==> src/rtl/axi_write_arbiter_if.sv <==
// ============================================================================
// Module      : axi_write_arbiter_if
// Description : Request, handshake and grant signals of the two-master AXI
//               write arbiter.
// Revision    : 1.0  initial release
// ============================================================================
`default_nettype none

interface axi_write_arbiter_if #(
   parameter int LEN_BITS = 4
);
   logic                AWVALID_M0;
   logic                AWVALID_M1;
   logic [LEN_BITS-1:0] AWLEN_M0;
   logic [LEN_BITS-1:0] AWLEN_M1;
   logic                AWVALID;
   logic                AWREADY;
   logic                WVALID;
   logic                WREADY;
   logic                WLAST;
   logic                BVALID;
   logic                BREADY;
   logic [1:0]          aw_gnt;
   logic [1:0]          w_gnt;
   logic [1:0]          b_gnt;
   logic                busy;
   logic                len_err;
   logic                timeout;

   // Environment side: masters, muxes and slave.
   modport master (
      output AWVALID_M0, AWVALID_M1, AWLEN_M0, AWLEN_M1,
      output AWVALID, AWREADY, WVALID, WREADY, WLAST, BVALID, BREADY,
      input  aw_gnt, w_gnt, b_gnt, busy, len_err, timeout
   );

   // Arbiter side.
   modport slave (
      input  AWVALID_M0, AWVALID_M1, AWLEN_M0, AWLEN_M1,
      input  AWVALID, AWREADY, WVALID, WREADY, WLAST, BVALID, BREADY,
      output aw_gnt, w_gnt, b_gnt, busy, len_err, timeout
   );
endinterface

`default_nettype wire

==> src/rtl/axi_write_arbiter.sv <==
// ============================================================================
// Module      : axi_write_arbiter
// Description : Two-master AXI write-path sequencer (AW -> W -> B) with
//               burst-length check and stall watchdog. Define
//               AXI_WRITE_ARB_RR_EN for round-robin arbitration.
// Revision    : 1.0  initial release
// ============================================================================
`default_nettype none

module axi_write_arbiter #(
   parameter int LEN_BITS       = 4,
   parameter int TIMEOUT_CYCLES = 256,
   parameter int CNT_BITS       = 9
) (
   input  wire logic          ACLK,
   input  wire logic          ARESET,
   axi_write_arbiter_if.slave bus_io
);

   localparam logic [1:0] S_IDLE = 2'd0;
   localparam logic [1:0] S_ADDR = 2'd1;
   localparam logic [1:0] S_DATA = 2'd2;
   localparam logic [1:0] S_RESP = 2'd3;

   localparam bit                WD_EN   = (TIMEOUT_CYCLES > 0);
   localparam logic [CNT_BITS-1:0] WD_LAST =
      CNT_BITS'((TIMEOUT_CYCLES > 0) ? TIMEOUT_CYCLES - 1 : 0);

   logic [1:0]          state_q, state_d;
   logic                winner_q, winner_d;
   logic [LEN_BITS-1:0] len_q, len_d;
   logic [LEN_BITS-1:0] beat_q, beat_d;
   logic [CNT_BITS-1:0] wdog_q, wdog_d;
   logic                len_err_q, len_err_d;
   logic                timeout_q, timeout_d;
   logic [1:0]          aw_gnt_q, w_gnt_q, b_gnt_q;
   logic                busy_q;

   logic                w_hs;
   logic                w_any_req;
   logic                w_pick;
   logic                w_cnt_last;
   logic                w_expire;
   logic [1:0]          w_sel;

   always_comb begin
      w_hs = 1'b0;
      case (state_q)
         S_ADDR:  w_hs = bus_io.AWVALID & bus_io.AWREADY;
         S_DATA:  w_hs = bus_io.WVALID  & bus_io.WREADY;
         S_RESP:  w_hs = bus_io.BVALID  & bus_io.BREADY;
         default: w_hs = 1'b0;
      endcase
   end

   assign w_any_req  = bus_io.AWVALID_M0 | bus_io.AWVALID_M1;
   assign w_cnt_last = (beat_q == len_q);
   assign w_expire   = WD_EN && (state_q != S_IDLE) && !w_hs && (wdog_q == WD_LAST);

`ifdef AXI_WRITE_ARB_RR_EN
   logic rr_q, rr_d;
   logic w_done;

   // A lone requester wins; on contention the pointer picks.
   assign w_pick = (bus_io.AWVALID_M0 & bus_io.AWVALID_M1) ? rr_q : bus_io.AWVALID_M1;
   assign w_done = ((state_q == S_RESP) & w_hs) | w_expire;
   assign rr_d   = w_done ? ~winner_q : rr_q;

   always_ff @(posedge ACLK) begin
      if (ARESET) rr_q <= 1'b0;
      else        rr_q <= rr_d;
   end
`else
   assign w_pick = ~bus_io.AWVALID_M0;
`endif

   always_comb begin
      state_d   = state_q;
      winner_d  = winner_q;
      len_d     = len_q;
      beat_d    = beat_q;
      wdog_d    = wdog_q;
      len_err_d = 1'b0;
      timeout_d = 1'b0;

      case (state_q)
         S_IDLE: begin
            if (w_any_req) begin
               winner_d = w_pick;
               state_d  = S_ADDR;
            end
         end
         S_ADDR: begin
            if (w_hs) begin
               len_d   = winner_q ? bus_io.AWLEN_M1 : bus_io.AWLEN_M0;
               beat_d  = '0;
               state_d = S_DATA;
            end
         end
         S_DATA: begin
            if (w_hs) begin
               beat_d = beat_q + 1'b1;
               // Either WLAST or the counted length ends the burst; disagreement is flagged.
               if (bus_io.WLAST | w_cnt_last) state_d = S_RESP;
               len_err_d = bus_io.WLAST ^ w_cnt_last;
            end
         end
         default: begin
            if (w_hs) state_d = S_IDLE;
         end
      endcase

      if (WD_EN && (state_q != S_IDLE)) wdog_d = w_hs ? '0 : wdog_q + 1'b1;

      if (w_expire) begin
         state_d   = S_IDLE;
         wdog_d    = '0;
         timeout_d = 1'b1;
      end
   end

   assign w_sel = winner_d ? 2'b10 : 2'b01;

   always_ff @(posedge ACLK) begin
      if (ARESET) begin
         state_q   <= S_IDLE;
         winner_q  <= 1'b0;
         len_q     <= '0;
         beat_q    <= '0;
         wdog_q    <= '0;
         len_err_q <= 1'b0;
         timeout_q <= 1'b0;
         aw_gnt_q  <= 2'b00;
         w_gnt_q   <= 2'b00;
         b_gnt_q   <= 2'b00;
         busy_q    <= 1'b0;
      end else begin
         state_q   <= state_d;
         winner_q  <= winner_d;
         len_q     <= len_d;
         beat_q    <= beat_d;
         wdog_q    <= wdog_d;
         len_err_q <= len_err_d;
         timeout_q <= timeout_d;
         aw_gnt_q  <= (state_d == S_ADDR) ? w_sel : 2'b00;
         w_gnt_q   <= (state_d == S_DATA) ? w_sel : 2'b00;
         b_gnt_q   <= (state_d == S_RESP) ? w_sel : 2'b00;
         busy_q    <= (state_d != S_IDLE);
      end
   end

   assign bus_io.aw_gnt  = aw_gnt_q;
   assign bus_io.w_gnt   = w_gnt_q;
   assign bus_io.b_gnt   = b_gnt_q;
   assign bus_io.busy    = busy_q;
   assign bus_io.len_err = len_err_q;
   assign bus_io.timeout = timeout_q;

endmodule

`default_nettype wire

==> src/flat_wrapper.sv <==
// flat-port wrapper written by rule: the top's interface ports become plain ports
module axi_write_arbiter_flat 
#(
   parameter int LEN_BITS       = 4,
   parameter int TIMEOUT_CYCLES = 256,
   parameter int CNT_BITS       = 9
)
  (ACLK, ARESET, bus_io_AWVALID_M0, bus_io_AWVALID_M1, bus_io_AWLEN_M0, bus_io_AWLEN_M1, bus_io_AWVALID, bus_io_AWREADY, bus_io_WVALID, bus_io_WREADY, bus_io_WLAST, bus_io_BVALID, bus_io_BREADY, bus_io_aw_gnt, bus_io_w_gnt, bus_io_b_gnt, bus_io_busy, bus_io_len_err, bus_io_timeout);
  axi_write_arbiter_if #(.LEN_BITS(LEN_BITS)) bus_io_i ();
  input  wire logic ACLK;
  input  wire logic ARESET;
  input wire logic [$bits(bus_io_i.AWVALID_M0)-1:0] bus_io_AWVALID_M0;
  input wire logic [$bits(bus_io_i.AWVALID_M1)-1:0] bus_io_AWVALID_M1;
  input wire logic [$bits(bus_io_i.AWLEN_M0)-1:0] bus_io_AWLEN_M0;
  input wire logic [$bits(bus_io_i.AWLEN_M1)-1:0] bus_io_AWLEN_M1;
  input wire logic [$bits(bus_io_i.AWVALID)-1:0] bus_io_AWVALID;
  input wire logic [$bits(bus_io_i.AWREADY)-1:0] bus_io_AWREADY;
  input wire logic [$bits(bus_io_i.WVALID)-1:0] bus_io_WVALID;
  input wire logic [$bits(bus_io_i.WREADY)-1:0] bus_io_WREADY;
  input wire logic [$bits(bus_io_i.WLAST)-1:0] bus_io_WLAST;
  input wire logic [$bits(bus_io_i.BVALID)-1:0] bus_io_BVALID;
  input wire logic [$bits(bus_io_i.BREADY)-1:0] bus_io_BREADY;
  output wire logic [$bits(bus_io_i.aw_gnt)-1:0] bus_io_aw_gnt;
  output wire logic [$bits(bus_io_i.w_gnt)-1:0] bus_io_w_gnt;
  output wire logic [$bits(bus_io_i.b_gnt)-1:0] bus_io_b_gnt;
  output wire logic [$bits(bus_io_i.busy)-1:0] bus_io_busy;
  output wire logic [$bits(bus_io_i.len_err)-1:0] bus_io_len_err;
  output wire logic [$bits(bus_io_i.timeout)-1:0] bus_io_timeout;
  assign bus_io_i.AWVALID_M0 = bus_io_AWVALID_M0;
  assign bus_io_i.AWVALID_M1 = bus_io_AWVALID_M1;
  assign bus_io_i.AWLEN_M0 = bus_io_AWLEN_M0;
  assign bus_io_i.AWLEN_M1 = bus_io_AWLEN_M1;
  assign bus_io_i.AWVALID = bus_io_AWVALID;
  assign bus_io_i.AWREADY = bus_io_AWREADY;
  assign bus_io_i.WVALID = bus_io_WVALID;
  assign bus_io_i.WREADY = bus_io_WREADY;
  assign bus_io_i.WLAST = bus_io_WLAST;
  assign bus_io_i.BVALID = bus_io_BVALID;
  assign bus_io_i.BREADY = bus_io_BREADY;
  assign bus_io_aw_gnt = bus_io_i.aw_gnt;
  assign bus_io_w_gnt = bus_io_i.w_gnt;
  assign bus_io_b_gnt = bus_io_i.b_gnt;
  assign bus_io_busy = bus_io_i.busy;
  assign bus_io_len_err = bus_io_i.len_err;
  assign bus_io_timeout = bus_io_i.timeout;
  axi_write_arbiter #(.LEN_BITS(LEN_BITS), .TIMEOUT_CYCLES(TIMEOUT_CYCLES), .CNT_BITS(CNT_BITS)) u_core (.ACLK(ACLK), .ARESET(ARESET), .bus_io(bus_io_i));
endmodule
==> config.mk <==
export PLATFORM = sky130hd
export DESIGN_NAME = axi_write_arbiter_flat
export DESIGN_NICKNAME = d
export VERILOG_FILES = /design/src/rtl/axi_write_arbiter_if.sv /design/src/rtl/axi_write_arbiter.sv /design/src/flat_wrapper.sv
export SDC_FILE = /design/constraint.sdc
export NUM_CORES = 1
export LEC_CHECK = 0
export CAP_MARGIN = 0
export CORE_MARGIN = 2
export CORE_UTILIZATION = 51
export CTS_CLUSTER_DIAMETER = 200
export DETAILED_ROUTE_END_ITERATION = 12
export PLACE_DENSITY = 0.84
export SLEW_MARGIN = 20
export SYNTH_ARGS = -nofsm -noshare
export SYNTH_HDL_FRONTEND = slang
export SYNTH_SLANG_ARGS = --single-unit
==> constraint.sdc <==
create_clock -name ACLK -period 2.7 [get_ports ACLK]
set_clock_uncertainty 0.2 [all_clocks]
set_input_delay 0.54 -clock ACLK [delete_from_list [all_inputs] [get_ports ACLK]]
set_output_delay 0.54 -clock ACLK [all_outputs]
set_load 0.03 [all_outputs]
==> results of run 1 <==
[metal layers]
| metal | part of all wire | wire [um] |
|---|---|---|
| met1 | 0.40 | 1290 |
| met2 | 0.52 | 1690 |
| met3 | 0.050 | 161 |
| met4 | 0.025 | 82 |
| met5 | 0 | 0 |
[sequential cells by signal, summed over array words and instances (netlist names)]
| name | count |
|---|---|
| u_core.len_q | 4 |
| u_core.bus_io.len_err | 1 |
| u_core.bus_io.b_gnt | 2 |
| u_core.bus_io.aw_gnt | 2 |
| u_core.bus_io.w_gnt | 2 |
| u_core.state_q | 2 |
| u_core.bus_io.timeout | 1 |
| u_core.wdog_q | 9 |
| u_core.beat_q | 4 |
| u_core.winner_q | 1 |
| u_core.bus_io.busy | 1 |
[kinds of logic after synthesis]
group	Yosys count	share of synthesized area
compound gates	28	0.135
simple gates	64	0.254
fa+ha+maj	10	0.0843
flops	29	0.391
mux	6	0.0413
xor+xnor	10	0.0590
buf+inv	13	0.0354
[cell usage in the layout (no fill, tap or decap), types with 2 or more instances in the layout]
master and instances:
nand4b_1 2, clkbuf_4 5, dfxtp_1 29, nand2_1 7, clkdlybuf4s50_1 27, a22oi_1 3
nor3_1 2, nor3b_1 2, xor2_1 3, o21ai_0 3, nand3_2 2, mux2i_1 5
a211oi_1 4, inv_1 9, nand3_1 3, nand4_1 5, and3_1 2, nor2_1 25
nor2b_1 2, nor4_2 2, xnor2_1 7, a21oi_1 7, and3b_1 3, ha_1 10
buf_4 3
[critical path: cells and delay by family (launching register included)]
family                   cells  cell delay (ns)
AO/OA/AOI/OAI                2             0.80
AND/OR/NAND/NOR              3             0.42
flip-flops                   1             0.37
adder cells (fa/ha/maj)      1             0.37
buffers and inverters        1             0.15
[through the flow]
stage	total power, uW	setup slack (ns)	std cells	util	instance area [um^2]
detailed placement	622	0.210	217	0.652	1800
CTS	993	0.343	225	0.682	1880
floorplan	559	0.538	160	-	1480
global placement	617	0.237	217	0.652	1800
finish	996	0.323	225	0.682	1880
global route	1030	0.158	225	0.682	1880
[path summary, 6_finish.rpt]
kind,slack [ns],cells after the start,from,endpoint
setup reg to reg,0.32,7,u_core.state_q[0]$_SDFF_PP0_,u_core.bus_io.b_gnt[1]$_SDFF_PP0_
hold / removal,0.33,2,u_core.len_q[1]$_SDFFE_PP0P_,u_core.len_q[1]$_SDFFE_PP0P_
setup / recovery,0.32,7,u_core.state_q[0]$_SDFF_PP0_,u_core.bus_io.b_gnt[1]$_SDFF_PP0_
hold reg to reg,0.33,2,u_core.len_q[1]$_SDFFE_PP0P_,u_core.len_q[1]$_SDFFE_PP0P_
[layout make-up]
class                           count  area [um^2]  area share
Sequential cell                    29          581       0.309
Tap cell                           31         38.8      0.0206
Multi-Input combinational cell    118          851       0.452
Clock buffer                        7         55.1      0.0293
Clock inverter                      1         30.0      0.0160
Timing Repair Buffer               30          293       0.156
Inverter                            9         33.8      0.0180
[power breakdown]
group	leakage [uW]	switching [uW]	total (uW)	internal, uW
Sequential	0.000235	11.0	452	441
Clock	0.0000455	161	382	221
Combinational	0.000428	84.9	162	77.5
==> impl_metrics.tcl, run 1 <==
set metrics [dict create \
    status "finished clean" \
    h-tree-depth 2 \
    grt_max_degree 13 \
    n_fill_cell 234 \
    irDropWorstVdd_uv 498 \
    avgSynthCellArea_um2 9.27 \
    clock-sinks 29 \
    cts_tree "done" \
    setup_viol 0 \
    synthCells 160 \
    antenna_left 0 \
    critPathRequiredTime_ns 2.76 \
    busiest_layer "met2" \
    die_w_um 57.9 \
    cts_resized 0 \
    crit_slowest_cell "a311oi_1" \
    synth_top_area_share 0.391 \
    clk_root_buffer_cell "clkbuf_4" \
    area_growth_pct 26.8 \
    coreArea_um2 2760 \
    first_pass_iters 4 \
    fin_crit_sh 0.880 \
    postCtsSetupRepairBufs 0 \
    clk_pin_slew_ns 0.09 \
    die_y_um 57.9 \
    setup_tns_ns 0 \
    yosysSeqAreaShare 0.391 \
    synth_edf_count 0 \
    wl_per_cell_um 14.3 \
    synth_area_leaders "dfxtp_1, ha_1, nor2_1" \
    overflow 0 \
    grt_usage 0.217 \
    async_reset_ff_frac 0 \
    clock_latency_ns 0.34 \
    synth_area_leader_cell "dfxtp_1" \
    rows 19 \
    synth_fp_nets 189 \
    drive_above_1_share 0.119 \
    nNetsFinal 222 \
    synthMostInstantiatedCell "dfxtp_1" \
    worstPathCellList "inv_1 -> ha_1 -> nand3_2 -> a311oi_1 -> a221o_2 -> nand2b_4 -> nor3_1" \
    ios 28 \
    use_met1 0.228 \
    yosysUniqueCellTypes 43 \
    cellPowerDensity_nw_per_um2 529 \
    grt_pass1_wl_um 5500 \
    crit_path_start_kind "flop" \
    whs_ns 0.333 \
    netlist_area_um2 1480 \
    path_max_fanout 9 \
    initial_core_util 0.538 \
    portBuffers 27 \
    slew-limit-headroom 0.666 \
    grt_util_met2 0.390 \
    hold_class "reg2reg" \
    ys.flop_type "dfxtp_1" \
    clock_path_buffers 2 \
    dp_hpwl_um 2510 \
    crit_path_max_incr_delay_ns 0.49 \
    dieArea_um2 3360 \
    grt_pass1_vias 1297 \
    fmax_mhz 421 \
    vias 1289 \
    cts_buffers 5 \
    cap_violations 0 \
    yosys_warnings 0 \
    drt-total-wl_um 3220 \
    max_slew.worst_pin.slew_ns 0.499 \
    synthTopCellsByCount "dfxtp_1, nor2_1, ha_1, inv_1" \
    grtUsageMet3 0.0603 \
    p_leak_uw 0.000709 \
    antenna_cells 0 \
    drt-initial-drc-count 42 \
    hold_viol 0 \
    end_kind "flop" \
    rsz0062_at_grt "false" \
    ys_seq_elements 29 \
    grt_antenna_before_repair 0 \
    drt-vias-per-instance 5.73 \
    drc 0 \
    drv_slew 0 \
    crit_arrival_ns 2.44 \
    period_minus_slack_ns 2.38 \
    gp_congestion 0.776 \
    holdBufCountCts 0 \
    critical_path_class "reg2reg" \
]
Power figures use the tool's default switching activity.
==> run 2, diff against run 1 <==
Settings changed: CORE_UTILIZATION 51 to 61, DONT_BUFFER_PORTS from default to 1, PLACE_DENSITY 0.84 to 0.83.
==> impl_metrics.tcl, run 2 (synthesis gave the netlist of run 1 again) <==
set metrics [dict create \
    path_max_fanout 16 \
    n_fill_cell 189 \
    setup_viol 0 \
    rows 17 \
    critical_path_class "reg2reg" \
    multi_input_area_um2 851 \
    dp_worst_setup_slack_ns 0.262 \
    fin_crit_sh 0.909 \
    grt_pass1_wl_um 4620 \
    cts_tree "done" \
    drt-total-wl_um 2850 \
    cellPowerDensity_nw_per_um2 534 \
    first_pass_iters 4 \
    dieArea_um2 2840 \
    whs_ns 0.0650 \
    die_y_um 53.3 \
    rr_worst_depth 6 \
    hold_viol 0 \
    p_int_uw 605 \
    grt_usage 0.230 \
    drc 0 \
    die_w_um 53.3 \
    largest-register "u_core.wdog_q" \
    critPathRequiredTime_ns 2.74 \
    comb_power_share 0.124 \
    fmax_mhz 407 \
    setup_tns_ns 0 \
    period_minus_slack_ns 2.46 \
    wl_per_cell_um 14.9 \
    drive_above_1_share 0.117 \
    area_growth_pct 4.81 \
    grt_antenna_before_repair 0 \
    max_slew.worst_pin.slew_ns 0.568 \
    grt_pass1_vias 1091 \
    nNetsFinal 192 \
    drv_slew 0 \
    cts_buffers 5 \
    finalPower_uw 831 \
    clock_latency_ns 0.33 \
    coreArea_um2 2250 \
    vias 1150 \
    postCtsSetupRepairBufs 0 \
    slew-limit-headroom 0.621 \
    antenna_cells 0 \
    worstHoldStart "ARESET" \
    regArea_um2 581 \
    clock-sinks 29 \
    clk_root_buffer_cell "clkbuf_4" \
    p_leak_uw 0.000579 \
    crit_arrival_ns 2.50 \
    layout_common_cells "dfxtp_1, nor2_1, ha_1" \
    fin_ws_ns 0.245 \
    crit_path_start_kind "flop" \
    drt-vias-per-instance 6.02 \
    initial_core_util 0.658 \
    clock_path_buffers 2 \
    largest_register_ffs 9 \
    gp_congestion 0.791 \
    seqPwrFrac 0.558 \
    clk_pin_slew_ns 0.09 \
    overflow 0 \
    cap_violations 0 \
    drt-initial-drc-count 32 \
    crit_start "u_core.state_q[0]$_SDFF_PP0_" \
    whs_path_depth 1 \
    grt_max_degree 17 \
    top_regs "u_core.wdog_q: 9 flops, u_core.beat_q: 4 flops, u_core.len_q: 4 flops" \
    h-tree-depth 2 \
    status "finished clean" \
    fin_util 0.690 \
    irDropWorstVdd_uv 401 \
    end_kind "flop" \
    portBuffers 0 \
    antenna_left 0 \
    p_sw_uw 226 \
    rsz0062_at_grt "false" \
    final_common_cell "dfxtp_1" \
    hold_class "in2reg" \
    switching_share 0.272 \
    cts_resized 0 \
    dp_hpwl_um 2190 \
    holdBufCountCts 0 \
    r2r-start "u_core.state_q[0]$_SDFF_PP0_" \
    ios 28 \
    p_clk_frac 0.318 \
]
run 2: power by group through the flow:
stage                     clock network [uW]  registers, uW  logic [uW]
after floorplan                            0            469        90.2
after global placement                     0            473        97.4
after detailed placement                   0            474         102
after CTS                                271            464         102
after global routing                     292            466         114
final                                    264            464         103
run 2: path summary, 6_finish.rpt:
path / to / slack, ns
setup / recovery: u_core.bus_io.w_gnt[0]$_SDFF_PP0_ / 0.24
hold / removal: u_core.beat_q[3]$_SDFFE_PP0P_ / 0.07
setup reg to reg: u_core.bus_io.w_gnt[0]$_SDFF_PP0_ / 0.24
hold reg to reg: u_core.beat_q[3]$_SDFFE_PP0P_ / 0.31
run 2: worst max-delay path: stages, from the launching register on:
cell and delay (ns):
dfxtp_1 0.36, inv_1 0.15, ha_1 0.54, nor3b_1 0.32
a21oi_1 0.11, o311a_1 0.41, nor4_2 0.25
run 2: area by class of cell:
cell class / instances / share of cell area
clock buffers: 7 / 0.0354
inverters: 9 / 0.0217
multi-input cells: 118 / 0.547
flip-flops and latches: 29 / 0.373
well taps: 28 / 0.0225
run 2: stage by stage:
stage	instances	cell area [um^2]
final	191	1560
after global routing	191	1560
after CTS	191	1560
after detailed placement	184	1500
after global placement	184	1500
after floorplan	160	1480
run 2: metal layers:
layer / vias to the layer above / part of all wire / routed length [um] / global-route usage
li1: 577 / - / - / -
met1: 542 / 0.41 / 1160 / 0.232
met2: 29 / 0.53 / 1520 / 0.420
met3: 2 / 0.054 / 153 / 0.0706
met4: 0 / 0.0074 / 21 / 0.111
met5: - / 0 / 0 / 0
==> run 3, diff against run 2 <==
Settings changed: CAP_MARGIN 0 to 20.
==> results of run 3 <==
The final DEF is identical to that of run 2; final timing and power are the same.
